--- config.mk ---
export PLATFORM = sky130hd
export DESIGN_NAME = triloc_frame_assembler
export DESIGN_NICKNAME = d
export VERILOG_FILES = /design/src/rtl/triloc_pkg.sv /design/src/rtl/triloc_field_pack.sv /design/src/rtl/triloc_frame_assembler.sv
export SDC_FILE = /design/constraint.sdc
export NUM_CORES = 1
export LEC_CHECK = 0
export ABC_AREA = 1
export CAP_MARGIN = 20
export CELL_PAD_IN_SITES_DETAIL_PLACEMENT = 0
export CELL_PAD_IN_SITES_GLOBAL_PLACEMENT = 1
export CORE_ASPECT_RATIO = 0.7
export CORE_MARGIN = 1
export CORE_UTILIZATION = 34
export DETAILED_ROUTE_END_ITERATION = 16
export GPL_ROUTABILITY_DRIVEN = 0
export GPL_TIMING_DRIVEN = 0
export PLACE_DENSITY_LB_ADDON = 0.3
export SETUP_SLACK_MARGIN = 0.1
export SLEW_MARGIN = 5
export SYNTH_ARGS = -nofsm -noshare
export SYNTH_HDL_FRONTEND = slang
export SYNTH_HIERARCHICAL = 1
export SYNTH_SLANG_ARGS = --single-unit
--- constraint.sdc ---
create_clock -name clk -period 2.4 [get_ports clk]
set_clock_uncertainty 0.05 [all_clocks]
set_input_delay 0.36 -clock clk [delete_from_list [all_inputs] [get_ports clk]]
set_output_delay 0.36 -clock clk [all_outputs]
set_load 0.02 [all_outputs]
--- src/rtl/triloc_pkg.sv ---
// Shared definitions for the TriLoc host-side frame assembler: party codes, FSM states,
// frame/result widths and the bit offset of every field in the packed evaluator frame.
package triloc_pkg;

  typedef enum logic [1:0] {
    PARTY_A = 2'd0,
    PARTY_B = 2'd1,
    PARTY_C = 2'd2,
    PARTY_Q = 2'd3
  } party_e;

  typedef enum logic [1:0] {
    S_COLLECT  = 2'd0,
    S_ISSUE    = 2'd1,
    S_WAIT_RES = 2'd2,
    S_DELIVER  = 2'd3
  } state_e;

  localparam int unsigned DEFAULT_N   = 8;
  localparam int unsigned NUM_PARTIES = 4;
  localparam int unsigned NUM_COORDS  = 6;
  localparam int unsigned NUM_RADII   = 3;

  function automatic int frame_w(input int n);
    return 9 * n + 3;
  endfunction

  function automatic int beat_w(input int n);
    return 3 * n + 3;
  endfunction

  function automatic int result_w(input int n);
    return 2 * n + 8;
  endfunction

  function automatic int res_field_w(input int n);
    return n + 4;
  endfunction

  // Coordinate k in order xA,yA,xB,yB,xC,yC; xA sits at the top of the frame.
  function automatic int coord_lsb(input int n, input int k);
    return (8 - k) * n + 3;
  endfunction

  // Radius j in order rA,rB,rC; rC sits at bit 0.
  function automatic int radius_lsb(input int n, input int j);
    return (2 - j) * (n + 1);
  endfunction

  localparam int unsigned FRAME_W  = 9 * DEFAULT_N + 3;
  localparam int unsigned RESULT_W = 2 * DEFAULT_N + 8;

endpackage

--- src/rtl/triloc_field_pack.sv ---
// Pure bit placement of the six anchor coordinates and three radii into the evaluator frame.
// Inputs are MSB-first concatenations: coords={xA,yA,xB,yB,xC,yC}, radii={rA,rB,rC}.
module triloc_field_pack
  import triloc_pkg::*;
#(
  parameter int unsigned N = 8
) (
  input  logic [6*N-1:0] coords,
  input  logic [3*N+2:0] radii,
  output logic [9*N+2:0] frame
);

  for (genvar k = 0; k < 6; k++) begin : g_coord
    localparam int LSB = coord_lsb(N, k);
    assign frame[LSB +: N] = coords[(5 - k) * N +: N];
  end

  for (genvar j = 0; j < 3; j++) begin : g_radius
    localparam int LSB = radius_lsb(N, j);
    assign frame[LSB +: N+1] = radii[(2 - j) * (N + 1) +: N+1];
  end

endmodule

--- src/rtl/triloc_frame_assembler.sv ---
// Collects A/B/C anchor and Q radius beats in any order, issues the packed frame to the
// evaluator with valid/ready, then captures and delivers the signed xM/yM result.
module triloc_frame_assembler
  import triloc_pkg::*;
#(
  parameter int unsigned N       = 8,
  parameter int unsigned TIMEOUT = 1024
) (
  input  logic           clk,
  input  logic           rst,
  input  logic           in_valid,
  output logic           in_ready,
  input  logic [1:0]     in_party,
  input  logic [3*N+2:0] in_data,
  output logic [9*N+2:0] p_input,
  output logic           p_valid,
  input  logic           p_ready,
  input  logic [2*N+7:0] o,
  input  logic           o_valid,
  output logic [N+3:0]   xM,
  output logic [N+3:0]   yM,
  output logic           res_valid,
  input  logic           res_ready,
  output logic           dup_err,
  output logic           timeout_err
);

  localparam int unsigned CNT_W  = (TIMEOUT > 1) ? $clog2(TIMEOUT) : 1;
  localparam int unsigned T_LAST = (TIMEOUT == 0) ? 0 : TIMEOUT - 1;

  state_e             state;
  logic [3:0]         got;
  logic [6*N-1:0]     coords_q;
  logic [3*N+2:0]     radii_q;
  logic [CNT_W-1:0]   wait_cnt;
  logic               accept;
  logic [3:0]         got_next;

  // Ready is gated by reset so no beat is ever taken while reset is held.
  assign in_ready = (state == S_COLLECT) && !rst;
  assign accept   = in_valid && in_ready;
  assign got_next = got | (4'b0001 << in_party);

  triloc_field_pack #(.N(N)) u_pack (
    .coords (coords_q),
    .radii  (radii_q),
    .frame  (p_input)
  );

  always_ff @(posedge clk) begin
    if (rst) begin
      state       <= S_COLLECT;
      got         <= '0;
      coords_q    <= '0;
      radii_q     <= '0;
      wait_cnt    <= '0;
      p_valid     <= 1'b0;
      xM          <= '0;
      yM          <= '0;
      res_valid   <= 1'b0;
      dup_err     <= 1'b0;
      timeout_err <= 1'b0;
    end else begin
      dup_err     <= 1'b0;
      timeout_err <= 1'b0;
      case (state)
        S_COLLECT: begin
          if (accept) begin
            if (got[in_party]) begin
              dup_err <= 1'b1;
            end else begin
              got <= got_next;
              case (party_e'(in_party))
                PARTY_A: coords_q[4*N +: 2*N] <= in_data[2*N-1:0];
                PARTY_B: coords_q[2*N +: 2*N] <= in_data[2*N-1:0];
                PARTY_C: coords_q[0   +: 2*N] <= in_data[2*N-1:0];
                default: radii_q              <= in_data;
              endcase
              if (got_next == 4'b1111) begin
                state   <= S_ISSUE;
                p_valid <= 1'b1;
              end
            end
          end
        end
        S_ISSUE: begin
          if (p_ready) begin
            p_valid  <= 1'b0;
            wait_cnt <= '0;
            state    <= S_WAIT_RES;
          end
        end
        S_WAIT_RES: begin
          // A result arriving on the last allowed cycle still wins over the abort.
          if (o_valid) begin
            xM        <= o[2*N+7:N+4];
            yM        <= o[N+3:0];
            res_valid <= 1'b1;
            state     <= S_DELIVER;
          end else if (TIMEOUT != 0 && wait_cnt == CNT_W'(T_LAST)) begin
            timeout_err <= 1'b1;
            got         <= '0;
            coords_q    <= '0;
            radii_q     <= '0;
            state       <= S_COLLECT;
          end else begin
            wait_cnt <= wait_cnt + 1'b1;
          end
        end
        S_DELIVER: begin
          if (res_ready) begin
            res_valid <= 1'b0;
            got       <= '0;
            coords_q  <= '0;
            radii_q   <= '0;
            state     <= S_COLLECT;
          end
        end
        default: state <= S_COLLECT;
      endcase
    end
  end

endmodule

Word level (Yosys, flattened, before mapping) --
Index checks and enable logic that the tools add are counted. Widths: inputs -> output; s select.
Storage, ports and cells: register bits 119, bits in latches 0, bits in writable memories 0, bits in read-only memories 0, input port bits 59, output and inout port bits 104, word-level logic and storage cells 109, memories kept 0
Operators by class: add/sub/neg operators 1, $mul 0, divide/modulo/power cells 0, order comparisons 1, eq/ne operators 21, shift-type cells 1, muxes and demuxes 46, bitwise operators 4, reductions and logical operators 22
Operator list (count):
- $mux 48 | 5
- $mux 27 | 6
- $pmux 48 s3 | 1
- $pmux 27 s3 | 1
- $mux 16 | 3
- $mux 10 | 3
- $reduce_and 7->1 | 4
- $mux 4 | 5
- $pmux 10 s2 | 1
- $ne 2x2->1 const B | 9
- $mux 2 | 7
- $pmux 4 s3 | 1
- $reduce_and 6->1 | 2
- $add 10x1->10 const B | 1
- $eq 10x10->1 const B | 1
- $mux 1 | 9
- $reduce_or 3->1 | 3
- $ne 2x1->1 const B | 4
- $pmux 2 s4 | 1
- $eq 2x2->1 const B | 3
- $reduce_bool 2->1 | 3
- $reduce_and 5->1 | 1
- $eq 2x1->1 const B | 2
- $eq 4x4->1 const B | 1
- 14 further kinds | 19

Longest topological paths before layout --
Gate-level depths: netlist (run 1).
depth in word-level cells 7, mapped depth 12, mapped depth without buffers 11

Hierarchy --
The synthesis (run 1) kept the hierarchy.
By module, submodules not included:
- triloc_frame_assembler | times used 1, cells an instance 790, area an instance 5357.6 µm², seq. area each 2382.3 µm²
- triloc_field_pack | times used 1, cells an instance 75, area an instance 563.0 µm², seq. area each 0.0 µm²

Worst setup path before layout (run 1) --
OpenSTA, ideal clock, no wires.
kind register to register, start point register wait_cnt[0], end point register radii_q[25], library setup time 0.128 ns, arrival time 1.638 ns, data required time 2.222 ns, setup slack 0.585 ns, cell stages (with the launch flop) 13, path buffers 2, clock period less this slack 1.815 ns, cells stage by stage dfxtp_1 > ha_1 > nand2_1 > nor2_2 > nand3_2 > nand2_4 > buf_8 > nand3_2 > nor2_8 > buf_6 > nand2_1 > nand2_1 > nor2_1
On the way: longest elaborated chain between the ends 3
RTL lines:
- start, declared | RTL line triloc_frame_assembler.sv:35 | logic [CNT_W-1:0] wait_cnt;
- start signal, assigned | RTL line triloc_frame_assembler.sv:107 | wait_cnt <= wait_cnt + 1'b1;
- $eq 10x10->1 | RTL line triloc_frame_assembler.sv:100 | end else if (TIMEOUT != 0 && wait_cnt == CNT_W'(T_LAST)) begin
- $ne 2x2->1 (no line)
- $reduce_and 7->1 (no line)
- end signal, assigned | RTL line triloc_frame_assembler.sv:77 | default: radii_q <= in_data;
- end, declared | RTL line triloc_frame_assembler.sv:34 | logic [3*N+2:0] radii_q;
Every way passes these cells. A chain may end at the register's enable or synchronous reset.

Final worst setup path (run 1) --
start point register wait_cnt[0], end point register radii_q[26]
The elaborated chain is that of the path after synthesis.

==> impl_metrics.tcl, run 1 <==
set metrics [dict create \
    status "finished clean" \
    synth_adder_area_share_pct 0.211 \
    synth_xor_xnor_area_share_pct 0.296 \
    fin_total_pwr_mw 5.18 \
    die_w_um 160 \
    synth-main-ff-cell "dfxtp_1" \
    hpwl_um 12100 \
    fillers 1689 \
    finalCritPeriodShare_pct 88.1 \
    period_minus_slack_ps 2110 \
    synth_nets 925 \
    n_antenna_cell 0 \
    drt-initial-drc-count 329 \
    nets 1103 \
    clkSlewWorstSetupHoldPaths_ps 60 \
    rsz0062_at_grt "false" \
    via_per_inst 4.20 \
    yosys.area_share.simple_pct 35.9 \
    cp.required_ps 2630 \
    seq_area_frac_synth_pct 40.2 \
    syn_inst 865 \
    synth_common_cells "nand2_1, nor2_1, dfxtp_1, buf_4, inv_1" \
    cts_buffer_depth 2 \
    swShare_pct 25.6 \
    yosysMostFrequentCell "nand2_1" \
    p_int_mw 3.86 \
    synth_compound_area_share_pct 4.71 \
    synth_edf_count 0 \
    ys_types 37 \
    cp.arrival_ps 2340 \
    leakagePower_nw 3.77 \
    drcViolationCount 0 \
    synth_top_family_by_area "simple AND/OR/NAND/NOR gates" \
    grt_pass1_vias 5015 \
    synth_top_area_share_pct 40.2 \
    grt_max_degree 17 \
    cp_max_fo 10 \
    synth_area_leaders "dfxtp_1, nand2_1, nor2_1" \
    dr.pass1.iters 5 \
    final-hold-violation-count 0 \
    cts.htree.levels 4 \
    syn2layout_area_growth_pct 41.2 \
    cts_setup_buffers 0 \
    cts_tree "yes" \
    pwr-share-comb_pct 13.0 \
    clock_sinks 119 \
    ios 163 \
    vias 5377 \
    max-cap-violations 0 \
    antenna_found_initial 0 \
    min_path_type "primary input to register" \
    whs_ps 368 \
    clkLatencyLatePin_ps 410 \
    core_area_sq_um 16700 \
    wirelength_um 16100 \
    worst_setup_path_start_kind "register" \
    ir_worst_vdd_mv 0.512 \
    start_util_pct 35.5 \
    finalSetupViolCount 0 \
    rows 39 \
    grt-ovfl-total 0 \
    routedWlPerCell_um 12.6 \
    clockRootBuffer "clkbuf_16" \
    path_class "register to register" \
    postRouteAntennaNets 0 \
    worst_pin_slew_ps 602 \
    ys_ff_latch 119 \
    end_kind "register" \
    portBuffers 159 \
    grtUsageTotal_pct 18.7 \
    finalMaxSlewViolations 0 \
    cts-buffers-inserted 17 \
    slew_headroom_pct 59.9 \
    drive_above_1_share_pct 14.7 \
    fmax_ghz 0.473 \
    setup_tns_ps 0 \
    p_seq_share_pct 39.9 \
    avgSynthCellArea_sq_um 6.84 \
    netlist_area_sq_um 5920 \
    synth.largest_area_cell "dfxtp_1" \
    die_h_um 112 \
    p_switching_mw 1.33 \
    power_density_nw_per_um2 620 \
    synth-warning-count 6 \
    grt_pass1_wl_um 26200 \
    synthArstFlopShare_pct 0 \
    p_clk_share_pct 47.1 \
    synth.area.mux_share_pct 0 \
    die_area_sq_um 18000 \
]
layout make-up:
cell class	count	area [sq um]	area share (%)
flip-flops and latches	119	2380	28.5
multi-input cells	554	2430	29.1
inverters	77	292	3.49
plain buffers	115	812	9.71
repair buffers	159	1590	19.0
well taps	225	282	3.37
clock buffers	20	467	5.58
clock inverters	12	103	1.23
worst max-delay path, stage by stage, from the launching register on:
cell and delay (ps):
dfxtp_1 390, ha_1 190, nand2_1 80, nor2_2 180, nand3_2 160, nand2_4 100, buf_8 150, nand3_2 120
nor2_8 220, buf_6 170, nand2_1 60, nand2_1 70, nor2_1 40
power groups by stage:
stage                     clock network (mW)  registers (mW)  logic [mW]
final                                   2.44            2.07       0.673
after global routing                    2.58            2.08       0.742
after CTS                               2.49            2.07       0.677
after detailed placement                   0            2.11       0.674
after global placement                     0            2.11       0.673
after floorplan                            0            2.10       0.401
state kept, by name, indices dropped and copies added (netlist names), 2 cells and up:
signal / count
got: 4
radii_q: 27
state: 2
coords_q: 48
xM: 12
yM: 12
wait_cnt: 10
kinds of logic (layout without fill, tap and decap cells):
group / after synthesis / after routing
AO/OA/AOI/OAI: 51 / 51
XOR/XNOR: 2 / 2
adder cells (fa/ha/maj): 1 / 1
buffers and inverters: 192 / 383
flip-flops: 119 / 119
AND/OR/NAND/NOR: 500 / 500
placed cells by master (no fill, tap or decap), drive strengths merged, types with 2 or more instances in the layout:
cell / count
clkbuf: 35
nor4: 2
nor2: 171
clkinv: 4
clkinvlp: 7
nor3b: 2
buf: 100
dfxtp: 119
clkdlybuf4s50: 158
nand2: 275
a21oi: 38
o21ai: 11
nand3: 42
inv: 77
nand4: 5
nor3: 2
per-stage QoR:
stage	area, sq um	setup WS (ps)	util, %	cells
2_1_floorplan	5920	585	-	865
3_5_place_dp	7790	-56.4	46.7	1249
6_report	8360	286	50.1	1281
5_1_grt	8360	126	50.1	1281
4_1_cts	8360	266	50.1	1281
3_3_place_gp	7790	-25.3	46.7	1249
per-layer routing:
| metal | vias to the layer above | part of all wire (%) | global-route usage [%] |
|---|---|---|---|
| met4 | 0 | 0.68 | 4.62 |
| met3 | 8 | 7.0 | 5.32 |
| met5 | - | 0 | 0 |
| met2 | 129 | 38 | 25.3 |
| met1 | 2324 | 55 | 28.5 |
| li1 | 2916 | - | - |
worst paths after layout:
| kind | startpoint | to | slack [ps] | cells past startpoint |
|---|---|---|---|---|
| max reg2reg | wait_cnt[0]$_SDFFE_PP0P_ | radii_q[26]$_SDFFE_PP0P_ | 290 | 12 |
| max | wait_cnt[0]$_SDFFE_PP0P_ | radii_q[26]$_SDFFE_PP0P_ | 290 | 12 |
| min reg2reg | yM[4]$_SDFFE_PP0P_ | yM[4]$_SDFFE_PP0P_ | 410 | 2 |
| min | o_valid | yM[3]$_SDFFE_PP0P_ | 370 | 3 |
repair_timing:
item	4_1_cts	5_1_grt
endpoints found under the setup margin	1	0
hold buffers	0	0
gates resized for setup	1	0
Power figures use the tool's default switching activity.
==> run 2: changes to the inputs <==
- CORE_UTILIZATION: 34 -> 30
==> run 2 against run 1 <==
  * Sequential cell count stayed put
  * Total power rose by 4.3%
  * First-iteration DRC count increased by 2.7%
  * Critical path depth decreased by 7
  * Combinational power rose by 0.6%
  * Via count is 0.50% higher
  * Highest routed layer unchanged
==> impl_metrics.tcl, run 2 (same netlist as run 1, synthesis figures left out) <==
set metrics [dict create \
    status "finished clean" \
    rrSetupSlack_ps 360 \
    core_area_sq_um 19100 \
    final_util_pct 44.2 \
    finalSetupViolCount 0 \
    layout_common_cells "nand2_1, nor2_1, clkdlybuf4s50_1" \
    rows 42 \
    n_antenna_cell 0 \
    cp_max_fo 10 \
    vias 5404 \
    cts-buffers-inserted 17 \
    nets 1103 \
    wirelength_um 16500 \
    cp.required_ps 1990 \
    rsz0062_at_grt "false" \
    routedWlPerCell_um 12.5 \
    grt_pass1_vias 4910 \
    clock_sinks 119 \
    period_minus_slack_ps 2100 \
    dr.pass1.iters 5 \
    min_path_type "primary input to register" \
    finalCritPeriodShare_pct 87.6 \
    largest-register "coords_q" \
    portBuffers 159 \
    largest_reg_flops 48 \
    path_class "register to primary output" \
    via_per_inst 4.09 \
    cts_buffer_depth 2 \
    hpwl_um 12500 \
    power_density_nw_per_um2 639 \
    clkLatencyLatePin_ps 420 \
    postRouteAntennaNets 0 \
    slew_headroom_pct 52.8 \
    cts_hold_buffers 0 \
    ios 163 \
    setup_ws_ps 298 \
    leakagePower_nw 3.79 \
    fmax_ghz 0.476 \
    reg2reg_from "wait_cnt[0]$_SDFFE_PP0P_" \
    cts_tree "yes" \
    drcViolationCount 0 \
    die_area_sq_um 20300 \
    reg2reg_depth 12 \
    finalMaxSlewViolations 0 \
    die_w_um 170 \
    grt_max_degree 17 \
    dpl.cell_count 1288 \
    largest_registers "coords_q: 48 flops, radii_q: 27 flops" \
    end_kind "primary output" \
    start_util_pct 31.0 \
    cts_setup_buffers 0 \
    syn2layout_area_growth_pct 42.9 \
    drt-initial-drc-count 338 \
    cp.arrival_ps 1690 \
    startpoint "state[1]$_SDFFE_PP0P_" \
    drive_above_1_share_pct 14.6 \
    ir_worst_vdd_mv 0.438 \
    final_common_cell "nand2_1" \
    grt_pass1_wl_um 26100 \
    clkSlewWorstSetupHoldPaths_ps 60 \
    cp-endpoint "in_ready" \
    post-place-ws_ps -58.2 \
    die_h_um 120 \
    max-cap-violations 0 \
    fillers 2017 \
    cts.htree.levels 4 \
    grt-ovfl-total 0 \
    worst_pin_slew_ps 709 \
    worst_setup_path_start_kind "register" \
    clockRootBuffer "clkbuf_16" \
    r2r-end "radii_q[2]$_SDFFE_PP0P_" \
    final-hold-violation-count 0 \
    final_cells 1320 \
    grtUsageTotal_pct 16.8 \
    antenna_found_initial 0 \
]
[run 2: area by class of cell]
class	count	area, sq um	share of cell area (%)
clock inverter	13	170	2.01
timing repair buffer	159	1590	18.8
inverter	77	292	3.45
multi-input combinational	554	2440	28.8
sequential	119	2380	28.2
buffer	115	812	9.60
clock buffer	19	443	5.24
tap	264	330	3.90
[run 2: what timing repair did]
item,CTS,global route
pin swaps,0,0
setup endpoints to repair,1,8
resized for setup,1,1
[run 2: worst min path at each step]
stage                                   startpoint                        to  slack (ps)  cells after the start
after detailed placement      p_valid$_SDFFE_PP0P_      p_valid$_SDFFE_PP0P_         390                      2
final                                      o_valid        yM[2]$_SDFFE_PP0P_         370                      3
after floorplan           wait_cnt[3]$_SDFFE_PP0P_  wait_cnt[3]$_SDFFE_PP0P_         390                      2
after global placement        p_valid$_SDFFE_PP0P_      p_valid$_SDFFE_PP0P_         390                      2
after CTS                                  o_valid        yM[2]$_SDFFE_PP0P_         370                      3
after global routing          p_valid$_SDFFE_PP0P_      p_valid$_SDFFE_PP0P_         420                      2
[run 2: critical path: stages, from the launching register on]
cell and delay, ps:
dfxtp_1 290, buf_4 180, nor2_4 250, inv_1 110, nor2_1 90, dlygate4sd2_1 360
[run 2: metrics by stage]
step	hold WS, ps	total power, mW	area, sq um	setup TNS (ps)
2_1_floorplan	394	2.50	5920	0
3_3_place_gp	391	2.79	7840	-152
3_5_place_dp	389	2.79	7840	-880
4_1_cts	373	5.47	8450	0
5_1_grt	416	5.64	8460	0
6_report	370	5.41	8460	0
[run 2: metal layers]
layer	up-vias	part of all wire, %	track usage, %	wire [um]
li1	2906	-	-	-
met1	2352	55	25.7	9110
met2	132	38	22.1	6230
met3	14	5.9	4.65	970
met4	0	1.1	5.12	187
met5	-	0	0	0
[run 2: where the power goes]
| group | internal (mW) | leakage, nW | total, mW | switching [mW] |
|---|---|---|---|---|
| clock | 1.67 | 0.291 | 2.66 | 0.992 |
| sequential | 2.04 | 0.964 | 2.07 | 0.0309 |
| combinational | 0.326 | 2.54 | 0.677 | 0.350 |
==> run 3: changes to the inputs <==
--- a/config.mk
+++ b/config.mk
@@ -15,5 +15,4 @@
 export DETAILED_ROUTE_END_ITERATION = 16
 export GPL_ROUTABILITY_DRIVEN = 0
-export GPL_TIMING_DRIVEN = 0
 export PLACE_DENSITY_LB_ADDON = 0.3
 export SETUP_SLACK_MARGIN = 0.1
==> constraint.sdc (replaced) <==
create_clock -name clk -period 2.4 [get_ports clk]
set_clock_uncertainty 0.05 [all_clocks]
set_input_delay 0.48 -clock clk [delete_from_list [all_inputs] [get_ports clk]]
set_output_delay 0.48 -clock clk [all_outputs]
set_load 0.02 [all_outputs]
==> run 3 against run 2 <==
  * Fmax rose by 0.37%
  * Core utilization decreased by 2.9 points
  * Critical path type is now register to register
  * Highest routed layer unchanged
  * Global-route usage down 0.90 points
  * Sequential share of layout area increased by 2.0 points
  * Critical path depth up 6
  * Cell area fell by 6.6%
==> impl_metrics.tcl, run 3 (same netlist as run 1, synthesis figures left out) <==
set metrics [dict create \
    rsz0062_at_grt "false" \
    worst_setup_path_start_kind "register" \
    regArea_sq_um 2380 \
    ios 163 \
    die_w_um 170 \
    reg2reg_depth 11 \
    cts_tree "yes" \
    dr.pass1.iters 4 \
    cp-endpoint "radii_q[1]$_SDFFE_PP0P_" \
    largest_reg_flops 48 \
    antenna_found_initial 0 \
    multi_input_area_sq_um 2430 \
    layout_common_cells "nand2_1, nor2_1, clkdlybuf4s50_1" \
    die_area_sq_um 20300 \
    drive_above_1_share_pct 8.32 \
    grt.met1_usage_pct 24.3 \
    fin_total_pwr_mw 5.34 \
    syn2layout_area_growth_pct 33.4 \
    portBuffers 162 \
    die_h_um 120 \
    start_util_pct 31.0 \
    critical_path.top_delay_family "simple AND/OR/NAND/NOR gates" \
    cts_hold_buffers 0 \
    routedWlPerCell_um 12.6 \
    grt_pass1_vias 4539 \
    critical_path_buf_inv_count 1 \
    cts-buffers-inserted 17 \
    use_met2_pct 20.7 \
    whs_ps 295 \
    largest_registers "coords_q: 48 flops, radii_q: 27 flops" \
    fmax_ghz 0.478 \
    crit_top_cell "nand2_1" \
    setup_tns_ps 0 \
    grt_pass1_wl_um 24700 \
    slowest_stage "dfxtp_1" \
    ir_worst_vdd_mv 0.384 \
    largest-register "coords_q" \
    postRouteAntennaNets 0 \
    worst_pin_slew_ps 521 \
    min_path_type "primary input to register" \
    path_class "register to register" \
    finalSetupViolCount 0 \
    cts_buffer_depth 2 \
    final_common_cell "nand2_1" \
    power_density_nw_per_um2 676 \
    post-place-ws_ps -88.4 \
    crit_cells 11 \
    max-cap-violations 0 \
    clockRootBuffer "clkbuf_16" \
    rows 42 \
    drcViolationCount 0 \
    status "finished clean" \
    wirelength_um 15500 \
    grt-ovfl-total 0 \
    leakagePower_nw 3.41 \
    rrSetupSlack_ps 310 \
    clock_sinks 119 \
    clkLatencyLatePin_ps 420 \
    finalMaxSlewViolations 0 \
    cp.required_ps 2660 \
    slowest_delay_ps 380 \
    core_area_sq_um 19100 \
    reg2reg_from "wait_cnt[0]$_SDFFE_PP0P_" \
    slew_headroom_pct 65.3 \
    cp_max_fo 29 \
    cts.htree.levels 4 \
    via_per_inst 4.08 \
    setup_ws_ps 306 \
    drt-initial-drc-count 327 \
    grtUsageTotal_pct 15.9 \
    vias 4996 \
    clkSlewWorstSetupHoldPaths_ps 60 \
    r2r-end "radii_q[1]$_SDFFE_PP0P_" \
    path_cells "ha_1 -> nand2_1 -> nor2_2 -> nand3_2 -> nand2_4 -> nand3_2 -> nor2_8 -> buf_12 -> nand2_1 -> nand2_1 -> nor2_1" \
    use_met3_pct 4.82 \
    grt-busiest-layer "met1" \
    fillers 2017 \
    finalCritPeriodShare_pct 87.2 \
    final-hold-violation-count 0 \
    nets 1012 \
    end_kind "register" \
    period_minus_slack_ps 2090 \
    grt_max_degree 65 \
    n_antenna_cell 0 \
    startpoint "wait_cnt[0]$_SDFFE_PP0P_" \
    hpwl_um 10900 \
    cp.arrival_ps 2360 \
]
[run 3: changes by cell type in the layout (fill, tap and decap cells not counted), moves of 5 or more]
cell	before	now
buf_1	5	0
buf_12	0	6
buf_2	7	1
buf_4	78	15
buf_6	9	0
clkbuf_1	16	0
[run 3: through the flow]
stage	cell area [sq um]	std cells	util [%]
after global placement	7280	1196	38.1
after detailed placement	7280	1196	38.1
after floorplan	5920	865	-
after CTS	7900	1226	41.3
after global routing	7900	1226	41.3
final	7900	1226	41.3
[run 3: final cells by class]
type	instances	area share (%)
repair buffers	183	23.4
flip-flops and latches	119	30.2
inverters	77	3.69
well taps	264	4.18
clock buffers	22	6.26
clock inverters	7	1.50
multi-input cells	554	30.8
[run 3: timing repair]
action,4_1_cts,5_1_grt
setup endpoints to repair,1,0
resized for setup,1,0
buffers inserted,1,0
[run 3: worst min path at each step]
stage                                        start                  endpoint  slack, ps  cells after the start
after detailed placement    res_valid$_SDFFE_PP0P_    res_valid$_SDFFE_PP0P_        400                      2
after global placement      res_valid$_SDFFE_PP0P_    res_valid$_SDFFE_PP0P_        400                      2
after floorplan           wait_cnt[3]$_SDFFE_PP0P_  wait_cnt[3]$_SDFFE_PP0P_        390                      2
after CTS                                      rst       got[3]$_SDFFE_PP0P_        280                      2
after global routing                           rst       got[3]$_SDFFE_PP0P_        300                      2
final                                          rst       got[3]$_SDFFE_PP0P_        290                      2
[run 3: report_power, final]
part | internal [mW] | leakage, nW | switching (mW)
clock network | 1.75 | 0.296 | 0.914
registers | 2.04 | 0.964 | 0.0327
logic | 0.276 | 2.15 | 0.329
total | 4.07 | 3.41 | 1.28
[run 3: layer usage]
metal  wire length [um]  part of all wire (%)  vias to the layer above
met2               5850                    38                      112
met4                151                  0.97                        0
met5                  0                     0                        -
li1                   -                     -                     2718
met1               8600                    55                     2156
met3                902                   5.8                       10
